===== config.mk =====
export PLATFORM = sky130hd
export DESIGN_NAME = als_adc_responder
export DESIGN_NICKNAME = d
export VERILOG_FILES = /design/src/rtl/als_pkg.sv /design/src/rtl/sync_edge.sv /design/src/rtl/als_adc_responder.sv
export SDC_FILE = /design/constraint.sdc
export NUM_CORES = 1
export LEC_CHECK = 0
export ABC_AREA = 1
export CORE_MARGIN = 1
export CORE_UTILIZATION = 61
export DETAILED_ROUTE_END_ITERATION = 7
export DONT_BUFFER_PORTS = 1
export PLACE_DENSITY = 0.77
export REMOVE_ABC_BUFFERS = 1
export SLEW_MARGIN = 20
export SYNTH_ARGS = -nofsm -noshare
export SYNTH_HDL_FRONTEND = slang
export SYNTH_HIERARCHICAL = 1
export SYNTH_SLANG_ARGS = --single-unit

===== constraint.sdc =====
create_clock -name clk -period 1.7 [get_ports clk]
set_input_delay 0.51 -clock clk [delete_from_list [all_inputs] [get_ports clk]]
set_output_delay 0.51 -clock clk [all_outputs]
set_load 0.1 [all_outputs]

===== src/rtl/als_pkg.sv =====
// Shared definitions for the Pmod ALS ADC responder.
//   FRAME_W / LEAD_ZEROS / DATA_W / TRAIL_ZEROS : serial frame geometry
//   als_state_e : responder state (IDLE, SHIFT, TAIL)
//   als_frame() : builds the 16-bit frame {3'b000, data, 5'b00000}
package als_pkg;

  localparam int FRAME_W     = 16;
  localparam int LEAD_ZEROS  = 3;
  localparam int DATA_W      = 8;
  localparam int TRAIL_ZEROS = 5;

  typedef enum logic [1:0] {
    IDLE  = 2'd0,
    SHIFT = 2'd1,
    TAIL  = 2'd2
  } als_state_e;

  function automatic logic [FRAME_W-1:0] als_frame(input logic [DATA_W-1:0] data);
    return {{LEAD_ZEROS{1'b0}}, data, {TRAIL_ZEROS{1'b0}}};
  endfunction

endpackage


===== src/rtl/sync_edge.sv =====
// Multi-flop synchronizer with edge detection on the synchronized value.
// Ports:
//   clk, rst_n : system clock, asynchronous active-low reset
//   d_i        : asynchronous input
//   rise_o     : one-cycle pulse on a synchronized 0->1 transition
//   fall_o     : one-cycle pulse on a synchronized 1->0 transition
// RST_VAL sets the value the chain assumes during reset so that an input
// already sitting at its idle level does not produce a spurious edge.
module sync_edge #(
  parameter int   SYNC_STAGES = 2,
  parameter logic RST_VAL     = 1'b0
) (
  input  logic clk,
  input  logic rst_n,
  input  logic d_i,
  output logic rise_o,
  output logic fall_o
);

  logic [SYNC_STAGES-1:0] chain_q;
  logic                   last_q;

  always_ff @(posedge clk or negedge rst_n) begin
    if (!rst_n) begin
      chain_q <= {SYNC_STAGES{RST_VAL}};
      last_q  <= RST_VAL;
    end else begin
      chain_q <= {chain_q[SYNC_STAGES-2:0], d_i};
      last_q  <= chain_q[SYNC_STAGES-1];
    end
  end

  assign rise_o =  chain_q[SYNC_STAGES-1] & ~last_q;
  assign fall_o = ~chain_q[SYNC_STAGES-1] &  last_q;

endmodule


===== src/rtl/als_adc_responder.sv =====
// SPI responder emulating the Pmod ALS ambient-light ADC.
// An 8-bit hold register (written by sample_load) is served MSB first as
// {3'b000, sample, 5'b00000} on sdo while the reader holds cs low and
// toggles sck. Data advances on synchronized sck falling edges.
// Ports:
//   clk, rst_n   : system clock, asynchronous active-low reset
//   cs, sck      : reader chip select (active low) and serial clock, async
//   sample       : value to serve, captured on sample_load
//   sdo          : serial data out
//   busy         : frame in progress (SHIFT or TAIL)
//   frame_done   : one-cycle pulse when a complete frame ends
//   aborted      : sticky, cs rose mid-frame; cleared by sample_load
// Build option: define ALS_SDO_TRISTATE_EN to float sdo while IDLE.
module als_adc_responder
  import als_pkg::*;
#(
  parameter int SYNC_STAGES = 2
) (
  input  logic              clk,
  input  logic              rst_n,
  input  logic              cs,
  input  logic              sck,
  input  logic [DATA_W-1:0] sample,
  input  logic              sample_load,
`ifdef ALS_SDO_TRISTATE_EN
  output wire               sdo,
`else
  output logic              sdo,
`endif
  output logic              busy,
  output logic              frame_done,
  output logic              aborted
);

  localparam int                CNT_W    = $clog2(FRAME_W);
  localparam logic [CNT_W-1:0]  LAST_BIT = CNT_W'(FRAME_W - 1);

  logic cs_rise, cs_fall, sck_fall, unused_sck_rise;

  // cs idles high, so its chain resets high to avoid a false frame start.
  sync_edge #(.SYNC_STAGES(SYNC_STAGES), .RST_VAL(1'b1)) u_cs_sync (
    .clk    (clk),
    .rst_n  (rst_n),
    .d_i    (cs),
    .rise_o (cs_rise),
    .fall_o (cs_fall)
  );

  sync_edge #(.SYNC_STAGES(SYNC_STAGES), .RST_VAL(1'b0)) u_sck_sync (
    .clk    (clk),
    .rst_n  (rst_n),
    .d_i    (sck),
    .rise_o (unused_sck_rise),
    .fall_o (sck_fall)
  );

  logic [DATA_W-1:0]  hold_q, hold_d;
  logic [FRAME_W-1:0] shift_q;
  logic [CNT_W-1:0]   bit_cnt_q;
  als_state_e         state_q;
  logic               busy_q, frame_done_q, aborted_q;

  assign hold_d = sample_load ? sample : hold_q;

  always_ff @(posedge clk or negedge rst_n) begin
    if (!rst_n) hold_q <= '0;
    else        hold_q <= hold_d;
  end

  // shift_q is kept at zero outside SHIFT, so its MSB is directly the
  // registered sdo value in every state.
  always_ff @(posedge clk or negedge rst_n) begin
    if (!rst_n) begin
      state_q      <= IDLE;
      shift_q      <= '0;
      bit_cnt_q    <= '0;
      busy_q       <= 1'b0;
      frame_done_q <= 1'b0;
      aborted_q    <= 1'b0;
    end else begin
      frame_done_q <= 1'b0;
      if (sample_load) aborted_q <= 1'b0;
      case (state_q)
        IDLE: begin
          if (cs_fall) begin
            // hold_q (not hold_d): a coincident load is served next frame
            shift_q   <= als_frame(hold_q);
            bit_cnt_q <= '0;
            busy_q    <= 1'b1;
            state_q   <= SHIFT;
          end
        end
        SHIFT: begin
          if (cs_rise) begin
            aborted_q <= 1'b1;
            busy_q    <= 1'b0;
            shift_q   <= '0;
            state_q   <= IDLE;
          end else if (sck_fall) begin
            shift_q   <= {shift_q[FRAME_W-2:0], 1'b0};
            bit_cnt_q <= bit_cnt_q + 1'b1;
            if (bit_cnt_q == LAST_BIT) state_q <= TAIL;
          end
        end
        TAIL: begin
          if (cs_rise) begin
            frame_done_q <= 1'b1;
            busy_q       <= 1'b0;
            state_q      <= IDLE;
          end
        end
        default: begin
          state_q <= IDLE;
          busy_q  <= 1'b0;
          shift_q <= '0;
        end
      endcase
    end
  end

  assign busy       = busy_q;
  assign frame_done = frame_done_q;
  assign aborted    = aborted_q;

`ifdef ALS_SDO_TRISTATE_EN
  logic sdo_oe;
  assign sdo_oe = (state_q != IDLE);
  assign sdo    = sdo_oe ? shift_q[FRAME_W-1] : 1'bz;
`else
  assign sdo = shift_q[FRAME_W-1];
`endif

endmodule


==> impl_metrics.csv <==
group,metric,value,unit
run_status,status,"completed",
setup_path,worst_path_most_repeated_cell,"nand2_1",
timing,slew_viol_final,0,
timing,setup_viol,0,
setup_path,end_kind,"register",
logic_synthesis,synth_area,1550,um2
placed_design,io_buffers,0,
die,core,2300,um2
grt,grt_pass1_vias,1058,
setup_path,critPathTopFamily,"flip-flops",
clock_tree,cts_buffers,5,
job,max_cap_violations,0,
setup_path,crit_chain,"inv_1 -> nor2_1 -> buf_4 -> o21ai_0 -> nand2_1 -> nand2_1 -> o21ai_1",
logic_synthesis,synth_warnings,6,
die,die_h,52.5,um
die,die_w,52.5,um
drt,drt-total-wl,2.66,mm
setup_path,critPathLaunch,"u_cs_sync/chain_q[1]$_DFF_PN1_",
clock_tree,cts_sinks,34,
logic_synthesis,avgSynthCellArea,9.41,um2
clock_tree,clk_latency,0.33,ns
grt,grt_pass1_wl,4.36,mm
final_layout,drive_gt1_share,21.3,%
min_path,hold_path_class,"input port to register",
die,dieArea,2750,um2
power,powerDensity,1580,nW/um2
clock_tree,h-tree-depth,2,
grt,grt_use_total,23.0,%
drt,antenna_left,0,
setup_path,critPathLaunchType,"register",
timing,max_freq,650,MHz
die,start_util,67.6,%
clock_tree,clockBufferDepth,2,
timing,period_minus_slack,1.54,ns
clock_tree,ctsRootBufferMaster,"clkbuf_4",
setup_path,cp_max_fo,8,
final_layout,filler_cell_count,160,
timing,worstMarginPinSlew,0.292,ns
final_layout,areaGrowthSynthToFinish,10.6,%
timing,finClkSkew,0.0125,ns
drt,wl_per_cell,12.9,um
setup_path,cpPeakStageDelay,0.56,ns
setup_path,timing.rr.start,"u_cs_sync/chain_q[1]$_DFF_PN1_",
power,leakage,0.000878,uW
drt,vias,1127,
grt,gr-total-overflow,0,
placed_design,dp_hpwl,1.87,mm
timing,fin_tns_setup,0,ns
timing,final.setup.worst_slack,0.162,ns
logic_synthesis,synth_cells,165,
clock_tree,clk_pin_slew_worst_paths,0.10,ns
timing,fin_crit_sh,90.5,%
final_layout,layout.area.seq,855,um2
setup_path,crit_type,"register to register",
clock_tree,cts_tree,"yes",
die,rows,17,
setup_path,slowest_stage,"dfstp_2",
drt,dr.pass1.iters,4,
setup_path,crit_arrival,1.79,ns
drt,vias_per_cell,5.47,
min_path,hold_start,"cs",
setup_path,cp_num_buf_inv,2,
timing,finalHoldViolations,0,
grt,grt_max_degree,34,
final_layout,final_nets,194,
final_layout,multi_input_area,599,um2
die,ios,17,
placed_design,finalWeightedCongestion,0.865,
grt,antenna_found_initial,0,
setup_path,crit_required,1.95,ns
drt,drtIter0Drc,24,
final_layout,insertedDiodeCount,0,
drt,drc,0,
timing,slew_headroom,80.6,%
placed_design,dp_slack,0.186,ns
power,ir_drop,0.00112,V
timing,rsz0062_at_grt,"no",
-- report_power, final --
| group | internal, uW | total (uW) | switching [uW] |
|---|---|---|---|
| clock | 282 | 535 | 253 |
| combinational | 341 | 1100 | 757 |
| sequential | 984 | 1080 | 95.2 |
| total | 1610 | 2710 | 1100 |
-- registers in the layout (all words and copies together), names as in the netlist, 2 cells and up --
name / flops
u_cs_sync/chain_q: 2
hold_q: 8
shift_q: 11
state_q: 2
bit_cnt_q: 4
u_sck_sync/chain_q: 2
-- path summary, 6_finish.rpt --
kind                       cells after the start                             end  slack, ns
hold reg to reg                                0  u_cs_sync/chain_q[1]$_DFF_PN1_       0.34
setup reg to reg                               7        bit_cnt_q[3]$_DFFE_PN0P_       0.16
setup / recovery                               7        bit_cnt_q[3]$_DFFE_PN0P_       0.16
hold / removal                                 0  u_cs_sync/chain_q[0]$_DFF_PN1_       0.17
max in group asynchronous                      2      u_cs_sync/last_q$_DFF_PN1_       0.86
min in group asynchronous                      1  u_cs_sync/chain_q[0]$_DFF_PN1_       0.58
-- per-layer routing --
metal | vias up | track usage [%] | routed length [um]
met3 | 4 | 7.54 | 140
met2 | 32 | 37.1 | 1350
met5 | - | 0 | 0
met4 | 0 | 11.0 | 28
li1 | 549 | - | -
met1 | 542 | 27.6 | 1140
-- final cells by class --
type,instances,share of cell area (%)
Timing Repair Buffer,9,4.96
Multi-Input combinational cell,111,34.9
Tap cell,28,2.04
Sequential cell,34,49.8
Inverter,16,3.72
Clock buffer,8,4.59
-- what timing repair did --
item / in CTS / in global routing
hold endpoints to repair: 33 / 1
gates resized for setup: 0 / 0
buffers inserted: 0 / 0
hold buffers: 2 / 1
-- per-stage QoR --
step,hold WS [ns],area [um2],total power (uW),std cells,utilization [%]
floorplan,0.214,1520,1930,161,-
global placement,0.215,1600,2130,195,69.6
detailed placement,0.215,1600,2170,195,69.6
CTS,0.00534,1710,2730,205,74.3
global route,0.155,1720,2910,206,74.7
finish,0.175,1720,2710,206,74.7
-- cell usage in the layout (no fill, tap or decap), types with 2 or more instances in the layout --
cell type      instances
inv_2                  3
mux2_2                 8
nand2_2                2
dfstp_2                3
o21ai_1                5
nand2_1               57
o21bai_1               2
nand3_1               12
clkbuf_8               3
dlygate4sd3_1          2
ha_1                   4
inv_1                 11
a21oi_1                3
o21ai_2                3
clkbuf_4               5
nor2_1                 8
dfrtp_1               31
buf_4                  6
-- worst reg2reg max path: cells and delay by family (launching register included) --
kind | cells | cell delay [ns]
buf+inv | 2 | 0.22
simple gates | 3 | 0.50
compound gates | 2 | 0.19
flops | 1 | 0.56
No activity file was read; power rests on OpenSTA's default activity.
